--- config.mk ---
export PLATFORM = sky130hd
export DESIGN_NAME = bip_result_tx_sequencer
export DESIGN_NICKNAME = d
export VERILOG_FILES = /design/src/rtl/bip_result_tx_sequencer.sv
export SDC_FILE = /design/constraint.sdc
export NUM_CORES = 1
export LEC_CHECK = 0
export ABC_AREA = 0
export CAP_MARGIN = 20
export CORE_MARGIN = 4
export CORE_UTILIZATION = 35
export DETAILED_ROUTE_END_ITERATION = 8
export SLEW_MARGIN = 20
export SYNTH_ARGS = -nofsm -noshare
export SYNTH_HDL_FRONTEND = slang
export SYNTH_SLANG_ARGS = --single-unit
--- constraint.sdc ---
create_clock -name CLK -period 2.2 [get_ports CLK]
set_input_delay 0.55 -clock CLK [delete_from_list [all_inputs] [get_ports CLK]]
set_output_delay 0.55 -clock CLK [all_outputs]
set_load 0.1 [all_outputs]
--- src/rtl/bip_result_tx_sequencer.sv ---
// bip_result_tx_sequencer
//
// Counts clock cycles while the BIP core runs. On halt it snapshots the PC,
// the accumulator and the cycle count. It then streams a 9-byte result frame
// to a UART transmitter using a start/done byte handshake:
//   HEADER, pc[7:0], pc[15:8], acc[7:0], acc[15:8],
//   cnt[7:0], cnt[15:8], cnt[23:16], xor-checksum of the previous 8 bytes.
//
// Ports:
//   CLK         system clock, rising edge
//   RESET       asynchronous active-low reset
//   i_halt      BIP halt flag (level)
//   i_pc        BIP program counter (PC_W bits, zero-extended to 16)
//   i_acc       BIP accumulator (16 bits)
//   i_tx_done   one-cycle pulse from the UART when the current byte is out
//   o_tx_start  one-cycle pulse requesting transmission of o_tx_data
//   o_tx_data   registered byte to transmit
//   o_busy      high while a frame is in progress
//   o_done      sticky, high once the whole frame has been sent
module bip_result_tx_sequencer #(
  parameter int          PC_W   = 11,
  parameter int          CNT_W  = 24,
  parameter logic [7:0]  HEADER = 8'hA5
) (
  input  logic            CLK,
  input  logic            RESET,
  input  logic            i_halt,
  input  logic [PC_W-1:0] i_pc,
  input  logic [15:0]     i_acc,
  input  logic            i_tx_done,
  output logic            o_tx_start,
  output logic [7:0]      o_tx_data,
  output logic            o_busy,
  output logic            o_done
);

  typedef enum logic [1:0] {IDLE, SEND, WAIT, DONE} state_t;

  state_t           state_reg;
  logic [CNT_W-1:0] cnt_reg;
  logic [CNT_W-1:0] cnt_snap_reg;
  logic [PC_W-1:0]  pc_reg;
  logic [15:0]      acc_reg;
  logic [3:0]       idx_reg;
  logic             tx_start_reg;
  logic [7:0]       tx_data_reg;
  logic             busy_reg;
  logic             done_reg;

  // Zero-extended views of the snapshots in their frame widths.
  logic [15:0] pc16;
  logic [23:0] cnt24;

  always_comb begin
    pc16             = '0;
    pc16[PC_W-1:0]   = pc_reg;
    cnt24            = '0;
    cnt24[CNT_W-1:0] = cnt_snap_reg;
  end

  // Payload bytes 0..7; byte 8 is the running xor of these.
  logic [7:0] frame_body [0:7];

  always_comb begin
    frame_body[0] = HEADER;
    frame_body[1] = pc16[7:0];
    frame_body[2] = pc16[15:8];
    frame_body[3] = acc_reg[7:0];
    frame_body[4] = acc_reg[15:8];
    frame_body[5] = cnt24[7:0];
    frame_body[6] = cnt24[15:8];
    frame_body[7] = cnt24[23:16];
  end

  logic [7:0] xor_chain [0:7];

  assign xor_chain[0] = frame_body[0];

  generate
    for (genvar gi = 1; gi < 8; gi++) begin : g_xor
      assign xor_chain[gi] = xor_chain[gi-1] ^ frame_body[gi];
    end
  endgenerate

  // Byte that will be loaded when advancing from WAIT to the next SEND.
  logic [3:0] idx_next;
  logic [7:0] next_byte;

  assign idx_next  = idx_reg + 4'd1;
  assign next_byte = (idx_next == 4'd8) ? xor_chain[7] : frame_body[idx_next[2:0]];

  always_ff @(posedge CLK or negedge RESET) begin
    if (!RESET) begin
      state_reg    <= IDLE;
      cnt_reg      <= '0;
      cnt_snap_reg <= '0;
      pc_reg       <= '0;
      acc_reg      <= '0;
      idx_reg      <= '0;
      tx_start_reg <= 1'b0;
      tx_data_reg  <= 8'h00;
      busy_reg     <= 1'b0;
      done_reg     <= 1'b0;
    end else begin
      case (state_reg)
        IDLE: begin
          if (i_halt) begin
            // The count is captured as-is; the halt edge itself is not counted.
            pc_reg       <= i_pc;
            acc_reg      <= i_acc;
            cnt_snap_reg <= cnt_reg;
            idx_reg      <= 4'd0;
            tx_data_reg  <= HEADER;
            tx_start_reg <= 1'b1;
            busy_reg     <= 1'b1;
            state_reg    <= SEND;
          end else if (cnt_reg != '1) begin
            cnt_reg <= cnt_reg + 1'b1;
          end
        end
        SEND: begin
          tx_start_reg <= 1'b0;
          state_reg    <= WAIT;
        end
        WAIT: begin
          if (i_tx_done) begin
            if (idx_reg == 4'd8) begin
              busy_reg  <= 1'b0;
              done_reg  <= 1'b1;
              state_reg <= DONE;
            end else begin
              idx_reg      <= idx_next;
              tx_data_reg  <= next_byte;
              tx_start_reg <= 1'b1;
              state_reg    <= SEND;
            end
          end
        end
        DONE: begin
          state_reg <= DONE;
        end
        default: begin
          state_reg <= IDLE;
        end
      endcase
    end
  end

  assign o_tx_start = tx_start_reg;
  assign o_tx_data  = tx_data_reg;
  assign o_busy     = busy_reg;
  assign o_done     = done_reg;

endmodule

# Word level (Yosys, flattened, before mapping)
# Index checks and enable logic that the tools add are counted.
# word_totals
regBits	92
latch_bits	0
ramBits	0
romBits	0
input_bits	31
out_inout_bits	11
elab_cells	65
n_memories	0
# op_classes
add_sub_neg	2
mul	0
div_mod_pow	0
magnitude_cmp	1
eq_ne	10
shifts	0
n_mux	23
n_bitwise	9
n_reduce_logical	10
# op_table
op	n
8-bit two-way mux	6
8-bit XOR	5
24-bit by 1-bit adder with 24-bit output (second input constant)	1
8-bit binary-select mux with 3-bit select	1
24-bit inequality test (second input constant)	1
8-bit case mux with 2 select lines	1
4-bit two-way mux	3
4-bit AND reduction	3
4-bit equality test (second input constant)	2
2-bit inequality test (second input constant)	4
2-bit case mux with 4 select lines	1
4-bit case mux with 2 select lines	1
8-bit by 3-bit XOR with 8-bit output	1
2-bit two-way mux	3
3-bit AND reduction	2
1-bit two-way mux	5
4-bit by 1-bit adder with 4-bit output (second input constant)	1
2-bit equality test (second input constant)	2
4-bit >= comparator (second input constant)	1
3-bit NOT with 4-bit output	1
4-bit NOT	1
2-bit AND reduction	2
1-bit case mux with 3 select lines	1
3-bit nonzero test	1
5 further kinds	5

# Depth between registers and ports, before layout
# logic_depth
depth_word	11
depth_mapped	9
depth_no_buf	7

# Worst setup path before layout
# No wires, ideal clock.
# synth_path
kind	register to register
startpoint	register idx_reg[0]
endpoint	register tx_data_reg[6] (netlist: o_tx_data[6])
setup_ns	0.122
arrival_time_ns	1.933
required_ns	2.078
setup_slack_ns	0.145
stages_incl_launch_ff	9
n_path_buf	2
period_less_slack_ns	2.055
cell_sequence	dfrtp_1 > buf_2 > inv_2 > ha_1 > buf_2 > mux4_2 > nand2_1 > o311ai_0 > a22o_1
# synth_between
elab_chain_cells	9
word_cells_on_any_way	13
classes_between	add/sub: 1; eq/ne: 3; mux: 7; bitwise: 1; reduce/logical: 1
# synth_rtl
item	line	rtl
start, declared	44	logic [3:0] idx_reg;
start signal, assigned	132	idx_reg <= idx_next;
4-bit by 1-bit adder with 4-bit output	89	assign idx_next = idx_reg + 4'd1;
3-bit NOT with 4-bit output (implied by the code)	90	assign next_byte = (idx_next == 4'd8) ? xor_chain[7] : frame_body[idx_next[2:0]];
8-bit binary-select mux with 3-bit select	90	
8-bit two-way mux (implied by the code) (2 in series)	90	
8-bit two-way mux	90	
8-bit two-way mux	127	if (idx_reg == 4'd8) begin
8-bit two-way mux	126	if (i_tx_done) begin
8-bit case mux with 2 select lines	105	case (state_reg)
end signal, assigned	133	tx_data_reg <= next_byte;
end, declared	46	logic [7:0] tx_data_reg;
# Parallel ways exist; a longest one is shown, timed or not. The select of a mux whose other input is x is not followed.
# A chain may end at the register's enable or synchronous reset.

# Worst setup path in the final report
# layout_path
startpoint	register idx_reg[0]
endpoint	register tx_data_reg[4] (netlist: o_tx_data[4])
# Same word-level chain as after synthesis.

==> run summary <==
=================================================================================
Status ............................................................. finished, final reports clean
Type of the worst setup path ....................................... flip-flop to flip-flop
Area of the core ...................................................   12,800 µm²
Sink Count .........................................................           92
Sum of negative setup slack ........................................         0 ns
Max Fanout on Critical Path ........................................            7
Max Used Layer .....................................................         met4
Post-Synthesis Mean Instance Area ..................................     12.3 µm²
Area overhead of the layout relative to synthesis ..................        23.4%
Post-route fraction of the period consumed by the critical path ....        92.7%
Nature of the critical path endpoint ...............................    flip-flop
Post-synthesis cell count ..........................................          379
Total of flip-flops plus latches after synthesis ...................           92
WL met2 ............................................................      4820 µm
Iter 0 DRT Violations ..............................................          210
Final Hold Slack ...................................................     0.191 ns
Placer Congestion ..................................................        0.866
Worst-path clk slew ................................................      0.06 ns
Fin. max-slew vios .................................................            0
Avg WL per Cell ....................................................      15.7 µm
Vias per std cell ..................................................         5.04
Port Buffers .......................................................           41
Critical Path Source Type ..........................................    flip-flop
Clk Tree Root Cell ................................................. sky130_fd_sc_hd__clkbuf_16
Via count of the routed design .....................................        3,131
Boundary pin count .................................................           42
Vias in the first global route .....................................        3,254
Largest net degree at the start of global routing ..................           41
Tot Pwr ............................................................    0.00737 W
Post-Synth Adder-Cell Area .........................................       0.805%
Wirelength, routed .................................................      9750 µm
Synthesized cell area ..............................................     4660 µm²
Maximum Capacitance Violations .....................................            0
Sequential area share after synthesis ..............................        49.4%
Width of the die ...................................................       123 µm
Slew headroom ......................................................        64.9%
First-pass GRT wire length .........................................    16,500 µm
Dominant combinational cell family by area after synthesis ......... multiplexers
Count of cell types in the netlist .................................           48
Remaining routing DRC violations ...................................            0
Multiplexer fraction of the synthesized cell area ..................        18.3%
Worst hold path type ............................................... primary input to asynchronous set/reset pin
Initial antenna violation count ....................................            0
Count of standard-cell rows ........................................           41
Total GRT Usage ....................................................        14.1%
Data required time at the worst endpoint ...........................      2.43 ns
Data arrival at the endpoint of the critical path ..................      2.26 ns
Commonest non-fill, non-tap cell in the layout ..................... sky130_fd_sc_hd__dfrtp_1
CTS tree ...........................................................         done
Overall die height .................................................       123 µm
Measured slew at the worst slew-check pin ..........................     0.526 ns
Total power density per cell area ..................................  1280 nW/µm²
Worst-case vdd ir drop .............................................     0.475 mV
1st-pass router iterations .........................................            4
Number of inserted diodes ..........................................            0
Detailed-routed wire length on met3 ................................       315 µm
Commonest cells after routing, fill and taps aside ................. sky130_fd_sc_hd__dfrtp_1, sky130_fd_sc_hd__xnor2_1, sky130_fd_sc_hd__mux2_2, sky130_fd_sc_hd__buf_4, sky130_fd_sc_hd__clkdlybuf4s50_1
XOR/XNOR share of the synthesized area .............................        12.9%
Ratio of cells with drive above 1 in the final layout ..............        28.3%
Remaining antenna violation count after routing ....................            0
Final count of negative-setup-slack endpoints ......................            0
Min Clock Period, post-route .......................................      2.04 ns
Fraction of the mapped netlist area in compound gates ..............        6.74%
Setup repair after global routing missed its margin ................        false
Maximum clock path buffer count ....................................            2
Die area ...........................................................   15,200 µm²
Length of routed wiring on met1 ....................................      4390 µm
Final hold vios ....................................................            0
Post-route core utilization ........................................        44.9%
Initial core utilization ...........................................        36.4%
HPWL after detailed placement ......................................      7290 µm
Syn Nets ...........................................................          413
Achievable frequency ...............................................      490 MHz
CTS H-tree lvls ....................................................            3
Number of buffers created by CTS ...................................            9
Leftover overflow at the end of global routing .....................            0
Simple-gate share of the synthesized area ..........................        9.39%
Worst clock skew on the final layout ...............................   0.00667 ns
Yosys warnings .....................................................            0
Static power due to leakage ........................................      2.49 nW
Nets ...............................................................          478
Clock latency of the later-clocked register in the worst-skew pair .      0.34 ns
=================================================================================
==> stage by stage <==
stage / std cells / setup WS, ns / area, µm²
floorplan: 379 / 0.145 / 4660
global placement: 605 / -0.0609 / 5430
detailed placement: 605 / -0.0904 / 5430
CTS: 621 / 0.127 / 5750
global route: 621 / 0.0128 / 5750
finish: 621 / 0.161 / 5750
==> cell usage after synthesis, drive strengths merged <==
| cell type | n | share of area [%] |
|---|---|---|
| o31a | 1 | 0.19 |
| a211oi | 5 | 0.81 |
| a21oi | 12 | 1.3 |
| a22o | 3 | 0.56 |
| a221oi | 2 | 0.38 |
| o211ai | 1 | 0.16 |
| dfrtp | 92 | 49 |
| a21o | 3 | 0.48 |
| mux2i | 11 | 2.4 |
| o22ai | 1 | 0.13 |
| nor3 | 7 | 0.86 |
| xnor2 | 58 | 11 |
| o21ai | 6 | 0.64 |
| a32o | 1 | 0.21 |
| nand2 | 18 | 1.4 |
| o311ai | 2 | 0.38 |
| a221o | 1 | 0.21 |
| nand4 | 10 | 1.7 |
| ha | 3 | 0.81 |
| and3 | 7 | 0.97 |
| and4 | 5 | 0.97 |
| nor2b | 2 | 0.27 |
| nor3b | 2 | 0.43 |
| inv | 6 | 0.48 |
| or2 | 1 | 0.13 |
| clkbuf | 1 | 0.080 |
| nand3 | 14 | 1.5 |
| a31o | 1 | 0.19 |
| xor2 | 10 | 2.0 |
| o21a | 1 | 0.16 |
| a2111oi | 3 | 0.70 |
| nand2b | 2 | 0.27 |
| buf | 15 | 1.9 |
| o311a | 1 | 0.24 |
| mux2 | 54 | 13 |
| nor2 | 11 | 0.89 |
| mux4 | 6 | 2.9 |
==> cell type report <==
cell class / instances / area [µm²]
tap: 172 / 215
sequential: 92 / 2300
clock buffer: 12 / 246
timing repair buffer: 70 / 636
inverter: 6 / 22.5
clock inverter: 4 / 72.6
fill: 1174 / 7070
multi-input combinational: 265 / 2260
==> what timing repair did <==
action	4_1_cts	5_1_grt
hold endpoints to repair	0	0
endpoints found under the setup margin	0	1
hold buffers	0	0
gates resized for setup	0	2
setup buffers	0	0
==> cells by family after synthesis <==
group / count (synthesis)
AND/OR/NAND/NOR: 79
adder cells (fa/ha/maj): 3
multiplexers: 71
buffers and inverters: 22
AO/OA/AOI/OAI: 44
flip-flops: 92
XOR/XNOR: 68
==> worst max-delay path, stage by stage, from the launching register on <==
cell	delay (ns)
sky130_fd_sc_hd__dfrtp_1	0.41
sky130_fd_sc_hd__inv_2	0.06
sky130_fd_sc_hd__ha_1	0.49
sky130_fd_sc_hd__mux4_2	0.55
sky130_fd_sc_hd__nand2_1	0.09
sky130_fd_sc_hd__o311ai_0	0.12
sky130_fd_sc_hd__a22o_1	0.21
==> layer usage <==
metal / up-vias / GRT usage [%]
li1: 1495 / -
met1: 1563 / 18.2
met2: 57 / 23.1
met3: 16 / 2.20
met4: 0 / 6.78
met5: - / 0
==> path summary, 6_finish.rpt <==
kind / start / endpoint / slack [ns] / cells past startpoint
setup / recovery: idx_reg[0]$_DFFE_PN0P_ / o_tx_data[4]$_DFFE_PN0P_ / 0.16 / 6
hold / removal: RESET / o_done$_DFFE_PN0P_ / 0.19 / 1
setup reg to reg: idx_reg[0]$_DFFE_PN0P_ / o_tx_data[4]$_DFFE_PN0P_ / 0.16 / 6
hold reg to reg: o_done$_DFFE_PN0P_ / o_done$_DFFE_PN0P_ / 0.47 / 1
max in group asynchronous: RESET / pc_reg[5]$_DFFE_PN0P_ / 1.39 / 2
min in group CLK: o_done$_DFFE_PN0P_ / o_done$_DFFE_PN0P_ / 0.47 / 1
==> power by group <==
group,leakage [nW],switching [W],internal (W)
Combinational,1.15,0.00168,0.00145
Sequential,1.19,0.000473,0.00213
Clock,0.153,0.000617,0.00102
Total,2.49,0.00277,0.00461
(Power assumes the default switching activity.)
